--- config.mk ---
export PLATFORM = sky130hd
export DESIGN_NAME = wb_port_arbiter
export DESIGN_NICKNAME = d
export VERILOG_FILES = /design/src/rtl/wb_port_arbiter.sv
export SDC_FILE = /design/constraint.sdc
export NUM_CORES = 1
export LEC_CHECK = 0
export ABC_AREA = 1
export CAP_MARGIN = 20
export CELL_PAD_IN_SITES_DETAIL_PLACEMENT = 1
export CELL_PAD_IN_SITES_GLOBAL_PLACEMENT = 1
export CORE_ASPECT_RATIO = 1.5
export CORE_MARGIN = 2
export CORE_UTILIZATION = 40
export CTS_CLUSTER_DIAMETER = 50
export DETAILED_ROUTE_END_ITERATION = 10
export PLACE_DENSITY = 0.88
export SYNTH_ARGS = -nofsm -noshare
export SYNTH_HDL_FRONTEND = slang
export SYNTH_SLANG_ARGS = --single-unit
--- constraint.sdc ---
create_clock -name clk -period 7.54 [get_ports clk]
set_clock_uncertainty 0.2 [all_clocks]
set_input_delay 1.508 -clock clk [delete_from_list [all_inputs] [get_ports clk]]
set_output_delay 1.508 -clock clk [all_outputs]
set_load 0.02 [all_outputs]
--- src/rtl/wb_port_arbiter.sv ---
// wb_port_arbiter: shares the register-file write port between the WB stage and the MDU.
// MDU results are buffered in a 2-entry FIFO; a starvation FSM forces a one-cycle pipeline stall.
`default_nettype none

module wb_port_arbiter #(
    parameter int STARVE_MAX = 4,
    parameter int DW         = 32
) (
    input  logic          clk,
    input  logic          rst,
    input  logic          pipe_we,
    input  logic [1:0]    pipe_dst_sel,
    input  logic [4:0]    pipe_rt,
    input  logic [4:0]    pipe_rd,
    input  logic [DW-1:0] pipe_wdata,
    input  logic          mdu_valid,
    input  logic [4:0]    mdu_dst,
    input  logic [DW-1:0] mdu_wdata,
    output logic          mdu_ready,
    output logic          mdu_pending,
    output logic          stall_pipe,
    output logic          rf_we,
    output logic [4:0]    rf_waddr,
    output logic [DW-1:0] rf_wdata
);

    typedef enum logic [1:0] {
        S_IDLE  = 2'd0,
        S_WAIT  = 2'd1,
        S_FORCE = 2'd2
    } state_t;

    localparam logic [3:0] STARVE_LIM = 4'(STARVE_MAX);

    state_t        state;
    logic [3:0]    wait_cnt;
    logic [4:0]    fifo_dst  [2];
    logic [DW-1:0] fifo_data [2];
    logic          wr_ptr;
    logic          rd_ptr;
    logic [1:0]    count;

    logic [4:0]    pipe_dst;
    logic          pipe_req;
    logic          fifo_nonempty;
    logic          enq;
    logic          grant_fifo;
    logic [4:0]    head_dst;
    logic [DW-1:0] head_data;

    always_comb begin
        pipe_dst = pipe_rt;
        case (pipe_dst_sel)
            2'b01:   pipe_dst = 5'd31;
            2'b10:   pipe_dst = pipe_rd;
            default: pipe_dst = pipe_rt;
        endcase
    end

    assign fifo_nonempty = (count != 2'd0);
    assign mdu_pending   = fifo_nonempty;
    assign mdu_ready     = (count < 2'd2);
    assign enq           = mdu_valid & mdu_ready;
    assign pipe_req      = pipe_we & (pipe_dst != 5'd0) & ~stall_pipe;
    // pipe_req is already masked by stall_pipe, so a forced stall always reaches the FIFO head.
    assign grant_fifo    = fifo_nonempty & ~pipe_req;
    assign head_dst      = fifo_dst[rd_ptr];
    assign head_data     = fifo_data[rd_ptr];

    always_ff @(posedge clk or posedge rst) begin
        if (rst) begin
            wr_ptr       <= 1'b0;
            rd_ptr       <= 1'b0;
            count        <= 2'd0;
            fifo_dst[0]  <= 5'd0;
            fifo_dst[1]  <= 5'd0;
            fifo_data[0] <= '0;
            fifo_data[1] <= '0;
        end else begin
            if (enq) begin
                fifo_dst[wr_ptr]  <= mdu_dst;
                fifo_data[wr_ptr] <= mdu_wdata;
                wr_ptr            <= ~wr_ptr;
            end
            if (grant_fifo) begin
                rd_ptr <= ~rd_ptr;
            end
            case ({enq, grant_fifo})
                2'b10:   count <= count + 2'd1;
                2'b01:   count <= count - 2'd1;
                default: count <= count;
            endcase
        end
    end

    always_ff @(posedge clk or posedge rst) begin
        if (rst) begin
            rf_we    <= 1'b0;
            rf_waddr <= 5'd0;
            rf_wdata <= '0;
        end else if (pipe_req) begin
            rf_we    <= 1'b1;
            rf_waddr <= pipe_dst;
            rf_wdata <= pipe_wdata;
        end else if (grant_fifo && head_dst != 5'd0) begin
            rf_we    <= 1'b1;
            rf_waddr <= head_dst;
            rf_wdata <= head_data;
        end else begin
            // A $0 head is dropped like an idle slot: address and data hold.
            rf_we <= 1'b0;
        end
    end

    always_ff @(posedge clk or posedge rst) begin
        if (rst) begin
            state      <= S_IDLE;
            wait_cnt   <= 4'd0;
            stall_pipe <= 1'b0;
        end else begin
            stall_pipe <= 1'b0;
            case (state)
                S_IDLE: begin
                    if (fifo_nonempty && !grant_fifo) begin
                        state    <= S_WAIT;
                        wait_cnt <= 4'd1;
                    end else begin
                        wait_cnt <= 4'd0;
                    end
                end
                S_WAIT: begin
                    if (grant_fifo) begin
                        state    <= S_IDLE;
                        wait_cnt <= 4'd0;
                    end else if (wait_cnt >= STARVE_LIM) begin
                        state      <= S_FORCE;
                        stall_pipe <= 1'b1;
                    end else begin
                        wait_cnt <= wait_cnt + 4'd1;
                    end
                end
                S_FORCE: begin
                    state    <= S_IDLE;
                    wait_cnt <= 4'd0;
                end
                default: begin
                    state    <= S_IDLE;
                    wait_cnt <= 4'd0;
                end
            endcase
        end
    end

endmodule

`default_nettype wire

==> impl_metrics.tcl, run 1 <==
set metrics [dict create \
    port-buffer-count 125 \
    status "finished clean" \
    cp-start-kind "input pin" \
    nNetsFinal 824 \
    syn_area_um2 5550 \
    yosysTopAreaCell "dfrtp_1" \
    worstMarginPinSlew_ps 839 \
    die_y_um 148 \
    crit_arrival_ps 4800 \
    critPathKind "in -> reg" \
    vdd_drop_max_mv 0.211 \
    h-tree-depth 4 \
    max_cap_viol_count 0 \
    io_pins 126 \
    drt_iter0_markers 254 \
    worstPathRequired_ps 7630 \
    yosysSeqAreaShare_pct 55.4 \
    path_cells "clkdlybuf4s50_1 > inv_1 > ha_1 > nor2_4 > nand2_1 > nand2_1 > nand3_2 > o21bai_4 > buf_4 > nand2_2 > inv_1 > ha_1 > a21oi_1 > o21ai_0 > xor2_1" \
    final_common_cell "nand2_1" \
    insertion_delay_ps 420 \
    async_flop_share_pct 100 \
    finalWeightedCongestion 0.795 \
    ant_nets 0 \
    cts_hold_buffers 0 \
    start_util_pct 41.0 \
    num_rows 52 \
    drive_gt1_share_pct 11.0 \
    cts.sinks 123 \
    maxSlewViolCount 0 \
    critPathMaxFanout 75 \
    cts_setup_buffers 0 \
    synth_edf_count 0 \
    die_area_um2 14900 \
    clockBufferDepth 2 \
    cp-end-kind "register" \
    vias 5008 \
    drt-wirelength-per-cell_um 19.3 \
    core_um2 13500 \
    hold_path.class "reg -> reg" \
    whs_ps 279 \
    drc 0 \
    hpwlAfterDp_mm 10.8 \
    grt_usage_pct 24.5 \
    syn-num-nets 714 \
    power_leakage_nw 3.52 \
    grt_pass1_wl_mm 28.2 \
    cts_tree "done" \
    synth_top_cell_area_share_pct 55.4 \
    clkTransAtPathRegs_ps 60 \
    rsz0062_at_grt "false" \
    crit_slowest_cell "buf_4" \
    ys_warn_count 0 \
    period_needed_ps 4700 \
    netlist_instances 625 \
    clock.fmax_ghz 0.213 \
    ys_ff_latch 123 \
    p_per_area_nw_per_um2 439 \
    postCtsResizedCells 0 \
    root_buffer "clkbuf_16" \
    syn_avg_cell_area_um2 8.88 \
    final_hold_viol_count 0 \
    synth_flop_cell "dfrtp_1" \
    final.setup.tns_ps 0 \
    syn2layout_area_growth_pct 35.0 \
    antenna_cells 0 \
    finalSetupViolCount 0 \
    relSlewSlack_pct 43.9 \
    yosysUniqueCellTypes 27 \
    final_cell_mix "154 x nand2_1, 125 x clkdlybuf4s50_1, 123 x dfrtp_1, 78 x o21ai_0, 73 x nand3_1" \
    grt_max_degree 88 \
    period_share_pct 62.4 \
    antenna_found_initial 0 \
    postRouteWirelength_mm 17.6 \
    synth.area.top_cells "dfrtp_1 55%, nand2_1 10%, o21ai_0 7.0%, nand3_1 6.7%, o2111ai_1 5.0%" \
    slowest_delay_ps 630 \
    drt_pre_antenna_iters 4 \
    grt_pass1_vias 5554 \
    power_mw 3.29 \
    cts_buffers 17 \
    avgViaCountPerCell 5.50 \
    grt.overflow.total 0 \
    fp.dieW_um 100 \
]
==> final timing paths <==
check                                           from                        end  slack [ps]  depth (start not counted)
min in group asynchronous                        rst  fifo_data[26]$_DFFE_PP0P_        1250                          2
setup / recovery                     pipe_dst_sel[0]       count[1]$_DFFE_PP0P_        2840                         15
hold reg to reg            fifo_data[30]$_DFFE_PP0P_  fifo_data[30]$_DFFE_PP0P_         280                          2
max in group asynchronous                        rst   rf_wdata[31]$_DFFE_PP0P_        4730                          4
hold / removal             fifo_data[30]$_DFFE_PP0P_  fifo_data[30]$_DFFE_PP0P_         280                          2
setup reg to reg                  rd_ptr$_DFFE_PP0P_    rf_wdata[7]$_DFFE_PP0P_        4080                         10
==> final cells by class <==
type                    instances  area, um^2
repair buffers                133        1350
multi-input cells             401        2060
flip-flops and latches        123        3080
clock buffers                  18         439
well taps                     162         203
inverters                      59         224
fillers                      1575        6040
clock inverters                14         146
==> flip-flops by register name, summed over array words and instances, names as in the netlist <==
register    cells
rf_waddr        5
rd_ptr          1
rf_wdata       32
fifo_data      64
fifo_dst       10
wait_cnt        4
count           2
stall_pipe      1
state           2
wr_ptr          1
rf_we           1
==> layer usage <==
layer | vias up | share of wire [%] | wire [um] | track usage (%)
met5 | - | 0 | 0 | 0
met4 | 0 | 3.4 | 605 | 11.3
met3 | 46 | 3.9 | 688 | 5.36
met2 | 155 | 54 | 9560 | 43.7
met1 | 2511 | 38 | 6720 | 27.6
li1 | 2296 | - | - | -
==> report_power, final <==
| group | total, mW | internal, mW | leakage [nW] | switching [mW] |
|---|---|---|---|---|
| Sequential | 1.15 | 0.965 | 1.53 | 0.184 |
| Clock | 0.805 | 0.494 | 0.271 | 0.310 |
| Combinational | 1.33 | 0.525 | 1.72 | 0.808 |
| Total | 3.29 | 1.99 | 3.52 | 1.30 |
==> cell families (layout without fill, tap and decap cells) <==
kind of cell / Yosys count / count (layout) / share of synthesized area (%)
simple gates: 275 / 275 / 22.1
flops: 123 / 123 / 55.4
buf+inv: 101 / 224 / 7.66
fa+ha+maj: 4 / 4 / 0.902
compound gates: 119 / 119 / 13.4
xor+xnor: 3 / 3 / 0.473
==> cell usage after synthesis, types with 7 or more instances <==
| cell | n |
|---|---|
| o2111ai_1 | 32 |
| o21ai_0 | 78 |
| buf_2 | 10 |
| inv_1 | 58 |
| dfrtp_1 | 123 |
| buf_4 | 7 |
| nor2_1 | 8 |
| nand2_1 | 155 |
| or2_2 | 33 |
| nand3_1 | 74 |
| clkbuf_1 | 23 |
==> worst max-delay path, delay by kind of cell <==
| kind | cells | cell delay [ps] |
|---|---|---|
| XOR/XNOR | 1 | 160 |
| AND/OR/NAND/NOR | 5 | 700 |
| adder cells (fa/ha/maj) | 2 | 670 |
| buffers and inverters | 4 | 1390 |
| AO/OA/AOI/OAI | 3 | 350 |
==> through the flow <==
step           area [um^2]  util [%]  cells  worst slack (ps)
6_report              7500      55.4    910              2840
5_1_grt               7500      55.4    910              2550
4_1_cts               7470      55.2    909              2820
3_5_place_dp          6880      50.9    877              2470
3_3_place_gp          6860      50.7    876              2670
2_1_floorplan         5550         -    625              2560
Note: power is estimated with default switching activity, not from simulation.
==> run 2, diff against run 1 <==
CORE_UTILIZATION = 34   (was 40)
PLACE_DENSITY = 0.8   (was 0.88)
clock period = 4.3 ns   (was 7.54 ns; I/O delays follow)
==> run 2 against run 1 <==
Effect of this change:
- combinational power grew 75%
- register-to-register slack worse by 2600 ps
- first-iteration DRC count rose by 0.39%
- hold slack hardly changed
- setup slack lost 1800 ps
- clock-buffer cell count grew 4
- non-clock buffer count up 2
- critical endpoint unchanged
==> impl_metrics.tcl, run 2 (synthesis gave the netlist of run 1 again) <==
set metrics [dict create \
    drt_pre_antenna_iters 5 \
    power_leakage_nw 3.52 \
    crit_buf_inv 3 \
    power.internal_mw 3.47 \
    grt_pass1_vias 5534 \
    vias 4871 \
    postRouteWirelength_mm 16.8 \
    vdd_drop_max_mv 0.465 \
    p_per_area_nw_per_um2 752 \
    status "finished clean" \
    worst_slack_ps 994 \
    switching_share_pct 38.6 \
    core_um2 16100 \
    hold_path.class "reg -> reg" \
    cp-end-kind "register" \
    ant_nets 0 \
    relSlewSlack_pct 38.2 \
    num_rows 57 \
    power_mw 5.65 \
    critPathKind "in -> reg" \
    slowest_delay_ps 490 \
    die_area_um2 17400 \
    cts_tree "done" \
    grt_max_degree 56 \
    grt_usage_pct 20.5 \
    antenna_cells 0 \
    cts_setup_buffers 0 \
    syn2layout_area_growth_pct 35.4 \
    grt_pass1_wl_mm 27.8 \
    holdPathEnd "fifo_data[30]$_DFFE_PP0P_" \
    cp-start-kind "input pin" \
    fillers 1902 \
    power.switching_mw 2.18 \
    io_pins 126 \
    maxSlewViolCount 0 \
    h-tree-depth 4 \
    antenna_found_initial 0 \
    finalWeightedCongestion 0.757 \
    power_frac_clock_pct 23.3 \
    p_comb_share_pct 41.2 \
    root_buffer "clkbuf_16" \
    grt.overflow.total 0 \
    max_cap_viol_count 0 \
    clock.fmax_ghz 0.302 \
    clockBufferDepth 2 \
    drt-wirelength-per-cell_um 17.6 \
    critPathMaxFanout 7 \
    cts.sinks 123 \
    reg_top3 "fifo_data: 64 flops, rf_wdata: 32 flops, fifo_dst: 10 flops" \
    regToRegSetupSlack_ps 1500 \
    finalSetupViolCount 0 \
    crit_family "buffers and inverters" \
    final.setup.tns_ps 0 \
    nNetsFinal 826 \
    insertion_delay_ps 410 \
    largest_reg_flops 64 \
    die_y_um 161 \
    crit_slowest_cell "clkdlybuf4s50_1" \
    worstRegToRegCells 11 \
    worstPathRequired_ps 4380 \
    hpwlAfterDp_mm 11.2 \
    rsz0062_at_grt "false" \
    avgViaCountPerCell 5.11 \
    final_cell_mix "154 x nand2_1, 125 x clkdlybuf4s50_1, 123 x dfrtp_1, 78 x o21ai_0, 73 x nand3_1" \
    final_common_cell "nand2_1" \
    period_share_pct 76.9 \
    start_util_pct 34.4 \
    port-buffer-count 125 \
    worstMarginPinSlew_ps 925 \
    crit_arrival_ps 3390 \
    cts_buffers 17 \
    largest_register "fifo_data" \
    drt_iter0_markers 255 \
    dp_slack_ps 632 \
    final_hold_viol_count 0 \
    hp-start "fifo_data[30]$_DFFE_PP0P_" \
    reg2reg_to "rf_wdata[13]$_DFFE_PP0P_" \
    drc 0 \
    period_needed_ps 3310 \
    clkTransAtPathRegs_ps 50 \
    postCtsResizedCells 0 \
    path_cells "clkdlybuf4s50_1 > inv_1 > ha_1 > nor2_4 > nand2_1 > nand2_1 > nand3_2 > o21bai_4 > nand2_2 > inv_1 > ha_1 > a21oi_1 > o21ai_0 > xor2_1" \
    drive_gt1_share_pct 10.6 \
    rr_startpoint "rd_ptr$_DFFE_PP0P_" \
    holdPathStages 2 \
    cts_hold_buffers 0 \
    seq_power_share_pct 35.5 \
    fp.dieW_um 108 \
]
run 2: changes by cell type in the layout (fill, tap and decap cells not counted):
cell | before | now
inv_4 | 1 | 0
inv_6 | 2 | 0
clkbuf_1 | 0 | 2
buf_16 | 2 | 1
clkinvlp_4 | 6 | 3
buf_4 | 6 | 8
bufinv_16 | 2 | 1
buf_12 | 0 | 1
clkbuf_8 | 1 | 3
run 2: stage by stage:
step	utilization [%]	hold WS [ps]	cell area, um^2	std cells
after floorplan	-	246	5560	625
after global routing	46.6	308	7520	953
final	46.6	279	7520	953
after detailed placement	43.3	266	6980	924
after CTS	46.6	280	7520	953
after global placement	43.1	258	6950	923
run 2: worst max-delay path by stage:
| stage | from | end | slack [ps] | cells after the start |
|---|---|---|---|---|
| 6_report | pipe_dst_sel[0] | count[1]$_DFFE_PP0P_ | 990 | 14 |
| 5_1_grt | pipe_dst_sel[0] | count[1]$_DFFE_PP0P_ | 760 | 14 |
| 3_3_place_gp | pipe_dst_sel[0] | rf_wdata[8]$_DFFE_PP0P_ | 730 | 11 |
| 2_1_floorplan | pipe_dst_sel[0] | count[1]$_DFFE_PP0P_ | 1400 | 13 |
| 4_1_cts | pipe_dst_sel[0] | count[1]$_DFFE_PP0P_ | 1000 | 14 |
| 3_5_place_dp | pipe_dst_sel[0] | count[1]$_DFFE_PP0P_ | 630 | 14 |
run 2: layout make-up:
| type | instances | area (um^2) | share of cell area [%] |
|---|---|---|---|
| Clock inverter | 7 | 68.8 | 0.915 |
| Tap cell | 206 | 258 | 3.43 |
| Multi-Input combinational cell | 401 | 2060 | 27.3 |
| Clock buffer | 22 | 474 | 6.31 |
| Sequential cell | 123 | 3080 | 40.9 |
| Timing Repair Buffer | 135 | 1360 | 18.1 |
| Inverter | 59 | 225 | 3.00 |
run 2: power groups by stage:
stage	sequential, mW	clock (mW)	combinational (mW)
after floorplan	2.14	0	1.22
after global placement	1.97	0	2.17
after detailed placement	2.02	0	2.32
after CTS	2.01	1.34	2.36
after global routing	2.07	1.39	2.58
final	2.00	1.32	2.33
run 2: worst register-to-register path, stage by stage, from the launching register on:
cell and delay (ps):
dfrtp_1 370, inv_1 460, buf_4 360, nand2_1 80, nand2_1 110, nor2_1 50
nand3_1 70, nand2_2 60, inv_1 440, buf_16 240, o2111ai_1 160, nand3_1 130
run 2: per-layer routing:
layer	vias to the layer above	part of all wire, %	global-route usage, %
li1	2293	-	-
met4	0	2.1	7.11
met1	2449	40	23.7
met5	-	0	0
met3	24	3.3	3.69
met2	105	54	37.5
